--- config.mk ---
export PLATFORM = sky130hd
export DESIGN_NAME = alu_rr_scheduler
export DESIGN_NICKNAME = d
export VERILOG_FILES = /design/src/rtl/alu_rr_scheduler.sv
export SDC_FILE = /design/constraint.sdc
export NUM_CORES = 1
export LEC_CHECK = 0
export ABC_AREA = 1
export CAP_MARGIN = 10
export CORE_MARGIN = 1.5
export CORE_UTILIZATION = 44
export CTS_BUF_LIST = sky130_fd_sc_hd__clkbuf_8
export DETAILED_ROUTE_END_ITERATION = 12
export PLACE_DENSITY = 0.79
export SLEW_MARGIN = 20
export SYNTH_ARGS = -nofsm -noshare
export SYNTH_HDL_FRONTEND = slang
export SYNTH_SLANG_ARGS = --single-unit
--- constraint.sdc ---
create_clock -name i_clk -period 1.5 [get_ports i_clk]
set_input_delay 0.3 -clock i_clk [delete_from_list [all_inputs] [get_ports i_clk]]
set_output_delay 0.3 -clock i_clk [all_outputs]
set_load 0.005 [all_outputs]
--- src/rtl/alu_rr_scheduler.sv ---
// Round-robin front end that shares one sign-magnitude ALU datapath between two requesters,
// holding operands for a settle window and returning results through a valid/ready register.
module alu_rr_scheduler #(
    parameter int M      = 4,
    parameter int SETTLE = 1,
    parameter int CNT_W  = 8
) (
    input  logic             i_clk,
    input  logic             i_rst_n,
    input  logic             i_req0_valid,
    output logic             o_req0_ready,
    input  logic [1:0]       i_req0_op,
    input  logic [M-1:0]     i_req0_argA,
    input  logic [M-1:0]     i_req0_argB,
    input  logic             i_req1_valid,
    output logic             o_req1_ready,
    input  logic [1:0]       i_req1_op,
    input  logic [M-1:0]     i_req1_argA,
    input  logic [M-1:0]     i_req1_argB,
    output logic [1:0]       o_dp_op,
    output logic [M-1:0]     o_dp_argA,
    output logic [M-1:0]     o_dp_argB,
    input  logic [M-1:0]     i_dp_result,
    input  logic [3:0]       i_dp_status,
    output logic             o_rsp_valid,
    input  logic             i_rsp_ready,
    output logic             o_rsp_id,
    output logic [M-1:0]     o_rsp_result,
    output logic [3:0]       o_rsp_status,
    output logic [CNT_W-1:0] o_err_cnt,
    output logic             o_busy
);

    localparam int         SW       = (SETTLE > 1) ? $clog2(SETTLE) : 1;
    localparam logic [1:0] OP_SM2U2 = 2'b11;

    if (SETTLE < 1) begin : gBadSettle
        $error("alu_rr_scheduler: SETTLE must be >= 1");
    end

    typedef enum logic [1:0] {
        IDLE  = 2'd0,
        ISSUE = 2'd1,
        RESP  = 2'd2
    } state_t;

    state_t           state_q, state_d;
    logic             lastId_q, lastId_d;
    logic             id_q, id_d;
    logic [SW-1:0]    cnt_q, cnt_d;
    logic [1:0]       dpOp_q, dpOp_d;
    logic [M-1:0]     dpArgA_q, dpArgA_d;
    logic [M-1:0]     dpArgB_q, dpArgB_d;
    logic             rspId_q, rspId_d;
    logic [M-1:0]     rspResult_q, rspResult_d;
    logic [3:0]       rspStatus_q, rspStatus_d;
    logic [CNT_W-1:0] errCnt_q, errCnt_d;

    logic             anyValid;
    logic             grant;
    logic [1:0]       selOp;
    logic [M-1:0]     selArgA;
    logic [M-1:0]     selArgB;

    // On a tie the requester that did not win last time is granted.
    assign anyValid = i_req0_valid | i_req1_valid;
    assign grant    = (i_req0_valid && i_req1_valid) ? ~lastId_q : i_req1_valid;
    assign selOp    = grant ? i_req1_op   : i_req0_op;
    assign selArgA  = grant ? i_req1_argA : i_req0_argA;
    assign selArgB  = grant ? i_req1_argB : i_req0_argB;

    always_ff @(posedge i_clk or negedge i_rst_n) begin
        if (!i_rst_n) begin
            state_q     <= IDLE;
            lastId_q    <= 1'b1;
            id_q        <= 1'b0;
            cnt_q       <= '0;
            dpOp_q      <= '0;
            dpArgA_q    <= '0;
            dpArgB_q    <= '0;
            rspId_q     <= 1'b0;
            rspResult_q <= '0;
            rspStatus_q <= '0;
            errCnt_q    <= '0;
        end else begin
            state_q     <= state_d;
            lastId_q    <= lastId_d;
            id_q        <= id_d;
            cnt_q       <= cnt_d;
            dpOp_q      <= dpOp_d;
            dpArgA_q    <= dpArgA_d;
            dpArgB_q    <= dpArgB_d;
            rspId_q     <= rspId_d;
            rspResult_q <= rspResult_d;
            rspStatus_q <= rspStatus_d;
            errCnt_q    <= errCnt_d;
        end
    end

    always_comb begin
        state_d     = state_q;
        lastId_d    = lastId_q;
        id_d        = id_q;
        cnt_d       = cnt_q;
        dpOp_d      = dpOp_q;
        dpArgA_d    = dpArgA_q;
        dpArgB_d    = dpArgB_q;
        rspId_d     = rspId_q;
        rspResult_d = rspResult_q;
        rspStatus_d = rspStatus_q;
        errCnt_d    = errCnt_q;
        unique case (state_q)
            IDLE: begin
                if (anyValid) begin
                    state_d  = ISSUE;
                    dpOp_d   = selOp;
                    dpArgA_d = selArgA;
                    dpArgB_d = (selOp == OP_SM2U2) ? '0 : selArgB;
                    id_d     = grant;
                    lastId_d = grant;
                    cnt_d    = '0;
                end
            end
            ISSUE: begin
                cnt_d = cnt_q + SW'(1);
                // Datapath result is trusted only once the operands have been held long enough.
                if (cnt_q == SW'(SETTLE - 1)) begin
                    state_d     = RESP;
                    rspResult_d = i_dp_status[0] ? '0 : i_dp_result;
                    rspStatus_d = i_dp_status;
                    rspId_d     = id_q;
                    if (i_dp_status[0] && (errCnt_q != {CNT_W{1'b1}})) begin
                        errCnt_d = errCnt_q + CNT_W'(1);
                    end
                end
            end
            RESP: begin
                if (i_rsp_ready) begin
                    state_d = IDLE;
                end
            end
            default: state_d = IDLE;
        endcase
    end

    always_comb begin
        o_req0_ready = 1'b0;
        o_req1_ready = 1'b0;
        if ((state_q == IDLE) && anyValid) begin
            o_req0_ready = ~grant;
            o_req1_ready = grant;
        end
        o_rsp_valid = (state_q == RESP);
        o_busy      = (state_q != IDLE);
    end

    assign o_dp_op      = dpOp_q;
    assign o_dp_argA    = dpArgA_q;
    assign o_dp_argB    = dpArgB_q;
    assign o_rsp_id     = rspId_q;
    assign o_rsp_result = rspResult_q;
    assign o_rsp_status = rspStatus_q;
    assign o_err_cnt    = errCnt_q;

endmodule

# After elaboration in Yosys (flattened, before gate mapping)
# Index checks and enable logic that the tools add are counted.
# word_totals
elab_cells,49
output_inout_bits,31
input_bits,33
ff_bits,32
# classes
n_addsub,2
mux,14
reduce_logical,11
bitwise,4
n_eq_ne,7
# ops
operator,n
2-to-1 mux 4 bit,4
"adder 8 x 1 -> 8 bit, second input constant",1
2-to-1 mux 2 bit,4
"inequality test 8 bit, second input constant",1
one-hot mux 2 bit (3 select lines),1
AND reduction 2 bit,3
AND reduction 3 bit,2
"equality test 2 bit, second input constant",2
2-to-1 mux 1 bit,4
"inequality test 2 bit, second input constant",2
nonzero test 2 bit,2
logical AND 1 bit,3
inverter 1 bit,3
"equality test 2 x 1 -> 1 bit, second input constant",1
zero test 2 bit,1
"inequality test 2 x 1 -> 1 bit, second input constant",1
one-hot mux 1 bit (2 select lines),1
"adder 1 bit, second input constant",1
OR 1 bit,1

# Depth between registers and ports, before layout
# Gate-level depths: netlist (run 1).
# logic_depth
word_depth,5
depth_mapped,8
depth_no_buf,8

# Worst setup path before layout (run 1)
# No wires, ideal clock.
# synth_timing
path_type,flip-flop to output port
from,reg lastId_q
to,out o_req0_ready
path_buffers,0
arrival_ns,0.977
path_slack_ns,0.223
t_required_ns,1.200
path_stages_with_launch,5
path_cell_list,dfstp_2 nand2_1 nand2_2 inv_2 nor2_4
# synth_between
elab_chain_len,4
# synth_lines
element,line,source
from (decl),48,"logic lastId_q, lastId_d;"
from (signal assigned),87,lastId_q <= lastId_d;
inverter 1 bit,67,assign grant = (i_req0_valid && i_req1_valid) ? ~lastId_q : i_req1_valid;
2-to-1 mux 1 bit,67,
inverter 1 bit,150,o_req0_ready = ~grant;
2-to-1 mux 1 bit,149,if ((state_q == IDLE) && anyValid) begin
to (decl),11,"output logic o_req0_ready,"
# No other way between the ends.

# Final worst setup path (run 1)
# Ends and elaborated chain as after synthesis.

==> results of run 1 <==
layout make-up:
type                            instances  area, sq um  area share, %
Inverter                               17         71.3           2.67
Multi-Input combinational cell        150          736           27.6
Clock inverter                          3         38.8           1.45
Tap cell                               46         57.6           2.16
Sequential cell                        32          805           30.1
Timing Repair Buffer                   97          892           33.4
Clock buffer                            5         68.8           2.58
cell families after synthesis:
kind of cell,Yosys count,share of synthesized area [%]
AND/OR/NAND/NOR,133,38.0
flip-flops,32,50.4
buffers and inverters,19,5.35
AO/OA/AOI/OAI,13,4.40
XOR/XNOR,2,1.10
adder cells (fa/ha/maj),1,0.786
per-stage QoR:
stage          std cells  utilization [%]
2_1_floorplan        200                -
3_3_place_gp         325             70.6
3_5_place_dp         325             70.6
4_1_cts              346             76.8
5_1_grt              350             78.1
6_report             350             78.1
power breakdown:
part           switching, uW  internal (uW)  total, uW  leakage (uW)
logic                    990           1230       2220      0.000849
registers                200           1230       1440      0.000400
clock network            301            486        787     0.0000593
Yosys cell counts (all sizes together):
| cell | count |
|---|---|
| nand2 | 92 |
| dfrtp | 31 |
| nand3 | 20 |
| inv | 16 |
| nor2 | 16 |
| o21ai | 9 |
| nand4 | 5 |
| a31oi | 2 |
| buf | 2 |
| xnor2 | 2 |
| a21oi | 1 |
| clkinv | 1 |
| dfstp | 1 |
| ha | 1 |
| o31ai | 1 |
state kept, by name (all words and copies together), names as in the netlist:
register      cells
state_q           2
lastId_q          1
id_q              1
cnt_q             1
o_rsp_result      4
o_err_cnt         8
o_rsp_status      4
o_dp_argA         4
o_dp_op           2
o_rsp_id          1
o_dp_argB         4
worst max path at each step:
stage,to,slack (ns),cells past startpoint
after floorplan,o_req0_ready,0.22,4
after global routing,o_req0_ready,-0.12,5
final,o_req0_ready,-0.04,5
after CTS,o_req0_ready,-0.05,5
after detailed placement,o_req0_ready,-0.51,6
after global placement,o_req1_ready,-0.47,6
critical path: cells and delay by family (launching register included):
family / cells / cell delay, ns
buffers and inverters: 2 / 0.15
and+or+nand+nor: 3 / 0.26
DFF: 1 / 0.55
what timing repair did:
action                                  in CTS  in global routing
gates cloned                                 0                  1
pin swaps                                    2                  2
endpoints found under the setup margin      12                 18
hold buffers                                 0                  0
buffers inserted                            13                  4
gates resized for setup                     20                  9
routing by layer:
metal  vias to the layer above  track usage (%)
met5                         -                0
met4                         0             5.28
met3                         2             4.64
met2                        42             37.8
met1                       770             27.3
li1                        843                -
==> tab_implementation.tex, run 1 <==
\begin{tabular}{lr}
\hline
Metric & Value \\
\hline
\multicolumn{2}{l}{\textbf{Clock network}} \\
\quad H-tree depth & 2 \\
\quad Clock slew seen by the registers of the worst setup and hold paths & 0.07 ns \\
\quad Maximum root-to-sink buffer count & 2 \\
\quad Number of buffers created by CTS & 5 \\
\quad TritonCTS clock tree & yes \\
\quad Clock latency at the later pin of the worst-skew pair & approximately 0.27 ns \\
\quad CTS Root Cell & clkbuf\_8 \\
\quad Sink count of the clock tree & 32 \\
\multicolumn{2}{l}{\textbf{Critical path}} \\
\quad Register-to-Register Setup Slack & around 0.080 ns \\
\quad Kind of end point of the critical path & output port \\
\quad Delay of the slowest cell on the worst path & $\sim$0.55 ns \\
\quad Critical Setup Path Class & flip-flop to output port \\
\quad Worst path slowest cell & dfstp\_2 \\
\quad Startpoint of the lowest-slack register-to-register path & o\_err\_cnt[0] \\
\quad Cells along the critical path & nand2\_4 > nand2\_4 > inv\_2 > nor2\_4 > buf\_6 \\
\quad Startpoint Class & flip-flop \\
\quad Required time worst endpoint & roughly 1.2 ns \\
\quad Destination of the worst register-to-register timing path & o\_err\_cnt[5] \\
\quad Endpoint arrival time on the critical path & between 1 and 1.5 ns \\
\quad Most common cell type on the critical path & nand2\_4 \\
\quad R2R depth & 9 \\
\quad Critical Path Fanout Max & 2 \\
\quad Start point of the critical path & lastId\_q \\
\multicolumn{2}{l}{\textbf{Floorplan}} \\
\quad Die outline area & 3990 sq um \\
\quad Initial cell density of the core & a little under half \\
\quad Number of rows created at floorplan & 21 \\
\quad Width of the die & approximately 63 um \\
\quad Die Span Y & roughly 63 um \\
\quad Ports placed on the boundary & 64 \\
\quad Total core area & $\sim$3400 sq um \\
\multicolumn{2}{l}{\textbf{GRT}} \\
\quad All-layer global routing usage & a little over a fifth \\
\quad Pin count of the biggest net entering global routing & 33 \\
\quad Grt ovf & 0 \\
\quad Antenna violations before repair & 0 \\
\quad Wire length of the first global-routing pass & between 6 and 7 mm \\
\quad Number of global-route vias before repair & 1583 \\
\multicolumn{2}{l}{\textbf{Synth}} \\
\quad Average cell area after synthesis & 7.96 sq um \\
\quad Count of cell types in the netlist & 24 \\
\quad Combined area of all synthesized cells & around 1600 sq um \\
\quad Total nets after synthesis & 234 \\
\quad Sequential element share of the synthesized area & about 50\% \\
\quad Top cell type by total area after synthesis & dfrtp\_1 \\
\quad Yosys warning count & 0 \\
\quad Post-synthesis cell count & 200 \\
\quad Number of synthesized register bits & 32 \\
\quad Synth top area cells & dfrtp\_1 49\%, nand2\_1 21\%, nand3\_1 5.7\% \\
\quad Synth top area share & between 40 and 50\% \\
\multicolumn{2}{l}{\textbf{Pwr}} \\
\quad Static leakage power & $\sim$0.0013 uW \\
\quad Pwr Density & $\sim$1700 nW/um\^{}2 \\
\quad Largest vdd supply drop & roughly 1.0 mV \\
\quad Total design power & around 4400 uW \\
\multicolumn{2}{l}{\textbf{Timing}} \\
\quad Final critical path time including I/O delays and setup & about 1.5 ns \\
\quad Tightest hold margin & between 0.3 and 0.4 ns \\
\quad Unrepaired setup endpoints after global routing & true \\
\quad Pins over their slew limit & 0 \\
\quad Hold violation count in the final report & 0 \\
\quad Fraction of the cycle the final worst path needs & 103\% \\
\quad Final worst setup slack & -0.0391 ns \\
\quad Max transition margin & between 80\% and 90\% \\
\quad Setup-violating endpoint count in the final report & 2 \\
\quad Largest clock skew in the final design & $\sim$0.0015 ns \\
\quad Worst slew pin tran & 0.218 ns \\
\quad Fin Setup TNS & -0.0544 ns \\
\quad Fmax & between 600 and 700 MHz \\
\multicolumn{2}{l}{\textbf{Layout}} \\
\quad Fraction of final layout cells with drive strength greater than 1 & 22.7\% \\
\quad Layout Cell Area excl Fill & 2670 sq um \\
\quad Most common cell after layout, fill and taps aside & nand2\_1 \\
\quad Number of diodes & 0 \\
\quad Count of filler cells inserted in the layout & approximately 270 \\
\quad Net count, final & around 340 \\
\quad Area Growth Syn to Fin & 67.7\% \\
\quad Most frequent cells in the layout & 86 x nand2\_1, 55 x clkdlybuf4s50\_1, 32 x buf\_4 \\
\multicolumn{2}{l}{\textbf{Routing}} \\
\quad Final routed wirelength across all metal layers & between 3 and 4 mm \\
\quad Highest routed layer & met4 \\
\quad Count of unresolved DRC violations after routing & 0 \\
\quad M1 wire length & about 1.7 mm \\
\quad Routed wire length on met2 & around 2.1 mm \\
\quad Vias/cell & roughly 4.7 \\
\quad Antenna Nets Post-Route & 0 \\
\quad Routed vias & 1657 \\
\quad Detail Route met3 WL & about 150 um \\
\quad First-pass detailed-route iteration total & 4 \\
\quad Per-cell routed wire length & $\sim$11 um \\
\quad Count of routing violations after the opening detailed-route iteration & 68 \\
\multicolumn{2}{l}{\textbf{Placed design}} \\
\quad DP HPWL & around 2.8 mm \\
\quad Placed inst area & 2410 sq um \\
\quad Worst setup slack after placement & -0.513 ns \\
\quad Count of buffers inserted at the top-level ports & 63 \\
\quad Gpl congestion & around 0.83 \\
\multicolumn{2}{l}{\textbf{Run status}} \\
\quad Violations in the final reports & setup timing \\
\quad Outcome & finished, violations left \\
\multicolumn{2}{l}{\textbf{Job}} \\
\quad Max\_cap viols & 0 \\
\multicolumn{2}{l}{\textbf{Hold path}} \\
\quad Worst hold path type & primary input to asynchronous set/reset pin \\
\hline
\end{tabular}
No activity file was read; power rests on OpenSTA's default activity.
==> run 2: changes to the inputs <==
CORE_UTILIZATION = 30   (was 44)
PLACE_DENSITY = 0.57   (was 0.79)
==> run 2 against run 1 <==
- the flow still finishes with violations (setup timing)
- clock-buffer cell count did not move
- cell count rose by 6.0%
- design area fell by 0.23%
- critical path type unchanged
==> tab_implementation.tex, run 2 (synthesis results as in run 1) <==
\begin{tabular}{lr}
\hline
Metric & Value \\
\hline
\multicolumn{2}{l}{\textbf{Layout}} \\
\quad Area Growth Syn to Fin & 67.3\% \\
\quad Count of filler cells inserted in the layout & 494 (+86\%) \\
\quad Most frequent cells in the layout & 86 x nand2\_1, 57 x clkdlybuf4s50\_1, 29 x dfrtp\_1 \\
\quad Net count, final & 334 (-0.89\%) \\
\quad Number of diodes & 0 (unchanged) \\
\quad Number of flip-flops in the largest register & 8 (unchanged) \\
\quad Fraction of final layout cells with drive strength greater than 1 & 22.6\% (-0.11 points) \\
\quad Most common cell after layout, fill and taps aside & nand2\_1 \\
\multicolumn{2}{l}{\textbf{GRT}} \\
\quad All-layer global routing usage & 14.5\% (-7.1 points) \\
\quad Number of global-route vias before repair & 1433 (-9.5\%) \\
\quad Antenna violations before repair & 0 (unchanged) \\
\quad Pin count of the biggest net entering global routing & 33 (unchanged) \\
\quad Grt ovf & 0 (unchanged) \\
\quad Wire length of the first global-routing pass & 6.25 mm (-9.9\%) \\
\multicolumn{2}{l}{\textbf{Clock network}} \\
\quad TritonCTS clock tree & yes \\
\quad H-tree depth & 2 (unchanged) \\
\quad Number of buffers inserted by hold repair at cts & 0 (unchanged) \\
\quad CTS Root Cell & clkbuf\_8 \\
\quad Number of buffers created by CTS & 5 (unchanged) \\
\quad Sink count of the clock tree & 32 (unchanged) \\
\quad Clock slew seen by the registers of the worst setup and hold paths & 0.07 ns (about the same) \\
\quad Maximum root-to-sink buffer count & 2 (unchanged) \\
\quad Clock latency at the later pin of the worst-skew pair & 0.28 ns (about the same) \\
\multicolumn{2}{l}{\textbf{Floorplan}} \\
\quad Total core area & 5110 sq um (+50\%) \\
\quad Width of the die & 75.8 um (+20\%) \\
\quad Ports placed on the boundary & 64 (unchanged) \\
\quad Die outline area & 5750 sq um (+44\%) \\
\quad Die Span Y & 75.8 um (+20\%) \\
\quad Initial cell density of the core & 31.2\% (-15 points) \\
\quad Number of rows created at floorplan & 26 (+24\%) \\
\multicolumn{2}{l}{\textbf{Hold path}} \\
\quad Worst hold path type & primary input to asynchronous set/reset pin \\
\multicolumn{2}{l}{\textbf{Run status}} \\
\quad Outcome & finished, violations left \\
\quad Violations in the final reports & setup timing \\
\multicolumn{2}{l}{\textbf{Job}} \\
\quad Max\_cap viols & 0 (unchanged) \\
\multicolumn{2}{l}{\textbf{Placed design}} \\
\quad Count of buffers inserted at the top-level ports & 63 (unchanged) \\
\quad Gpl congestion & 0.750 (-9.5\%) \\
\quad DP HPWL & 2.95 mm (+3.5\%) \\
\multicolumn{2}{l}{\textbf{Pwr}} \\
\quad Total design power & 4450 uW (+0.31\%) \\
\quad Static leakage power & 0.00127 uW (-2.8\%) \\
\quad Largest vdd supply drop & 0.804 mV (-22\%) \\
\quad Pwr Density & 1670 nW/um\^{}2 (+0.54\%) \\
\multicolumn{2}{l}{\textbf{Timing}} \\
\quad Max transition margin & 75.8\% (-9.7 points) \\
\quad Fmax & 650 MHz (about the same) \\
\quad Setup-violating endpoint count in the final report & 1 (-1) \\
\quad Fraction of the cycle the final worst path needs & 103\% (about the same) \\
\quad Pins over their slew limit & 0 (unchanged) \\
\quad Hold violation count in the final report & 0 (unchanged) \\
\quad Final critical path time including I/O delays and setup & 1.54 ns (-0.00120 ns) \\
\quad Largest clock skew in the final design & 0.00575 ns (+0.00426 ns) \\
\quad Unrepaired setup endpoints after global routing & true \\
\quad Final worst setup slack & -0.0379 ns (+0.00120 ns) \\
\quad Fin Setup TNS & -0.0379 ns (+0.0165 ns) \\
\quad Worst slew pin tran & 0.362 ns (+0.145 ns) \\
\multicolumn{2}{l}{\textbf{Routing}} \\
\quad Count of routing violations after the opening detailed-route iteration & 87 (+28\%) \\
\quad Routed vias & 1596 (-3.7\%) \\
\quad First-pass detailed-route iteration total & 4 (unchanged) \\
\quad Count of unresolved DRC violations after routing & 0 (unchanged) \\
\quad Antenna Nets Post-Route & 0 (unchanged) \\
\quad Vias/cell & 4.30 (-9.1\%) \\
\quad Final routed wirelength across all metal layers & 4.17 mm (+4.8\%) \\
\quad Per-cell routed wire length & 11.2 um (-1.1\%) \\
\multicolumn{2}{l}{\textbf{Critical path}} \\
\quad Register-to-Register Setup Slack & 0.11 ns (+0.03 ns) \\
\quad Critical Setup Path Class & flip-flop to output port \\
\quad R2R depth & 9 (unchanged) \\
\quad Critical Path Fanout Max & 3 (+1) \\
\quad Destination of the worst register-to-register timing path & o\_err\_cnt[7] \\
\quad Startpoint Class & flip-flop \\
\quad Startpoint of the lowest-slack register-to-register path & o\_err\_cnt[0] \\
\quad Required time worst endpoint & 1.20 ns (about the same) \\
\quad Endpoint arrival time on the critical path & 1.24 ns (about the same) \\
\quad Kind of end point of the critical path & output port \\
\hline
\end{tabular}
-- run 2: cell count changes in the layout (fill, tap and decap cells not counted), moves of 2 or more --
cell             delta
buf_2               +3
buf_4               -5
clkbuf_2            -2
clkdlybuf4s50_1     +2
dlygate4sd2_1       -2
nand3_2             +2
-- run 2: worst max path at each step --
stage | start | end | slack [ns] | cells after the start
after floorplan | lastId_q | o_req0_ready | 0.22 | 4
after global placement | i_req1_valid | o_req1_ready | -0.48 | 6
after detailed placement | i_req1_valid | o_req1_ready | -0.51 | 6
after CTS | state_q[0] | o_req0_ready | -0.06 | 5
after global routing | lastId_q | o_req0_ready | -0.11 | 5
final | lastId_q | o_req0_ready | -0.04 | 5
-- run 2: layout make-up --
class                           instances  area (sq um)  area share [%]
Clock buffer                            5          68.8            2.58
Clock inverter                          3          42.5            1.60
Inverter                               17          71.3            2.68
Multi-Input combinational cell        151           734            27.6
Sequential cell                        32           805            30.2
Tap cell                               70          87.6            3.29
Timing Repair Buffer                   93           853            32.0
-- run 2: metrics by stage --
stage	utilization [%]	hold slack (ns)	cells	setup slack, ns	instance area [sq um]
2_1_floorplan	-	0.00441	200	0.223	1590
3_3_place_gp	47.6	0.462	348	-0.480	2430
3_5_place_dp	47.6	0.468	348	-0.513	2430
4_1_cts	51.5	0.374	368	-0.0591	2630
5_1_grt	52.1	0.407	371	-0.114	2660
6_report	52.1	0.376	371	-0.0379	2660
-- run 2: worst max-delay path, cell delays in order, from the launching register on --
cell and delay [ns]:
dfstp_2 0.54, nand2_2 0.07, nand2_4 0.10, inv_4 0.04
nor2_4 0.09, buf_2 0.11
-- run 2: what timing repair did --
| item | CTS | global route |
|---|---|---|
| gates cloned | 0 | 2 |
| setup buffers | 12 | 2 |
| endpoints found under the setup margin | 12 | 14 |
| pin swaps | 2 | 3 |
| gates resized for setup | 22 | 7 |
-- run 2: where the power goes --
| part | total, uW | internal, uW | switching (uW) |
|---|---|---|---|
| sequential | 1420 | 1230 | 183 |
| combinational | 2220 | 1210 | 1010 |
| clock | 818 | 491 | 327 |
| total | 4450 | 2940 | 1520 |
-- run 2: metal layers --
layer	GRT usage (%)	share of wire, %	vias to the layer above
li1	-	-	836
met1	18.4	46	714
met2	23.7	49	41
met3	3.84	4.1	5
met4	5.36	1.3	0
met5	0	0	-
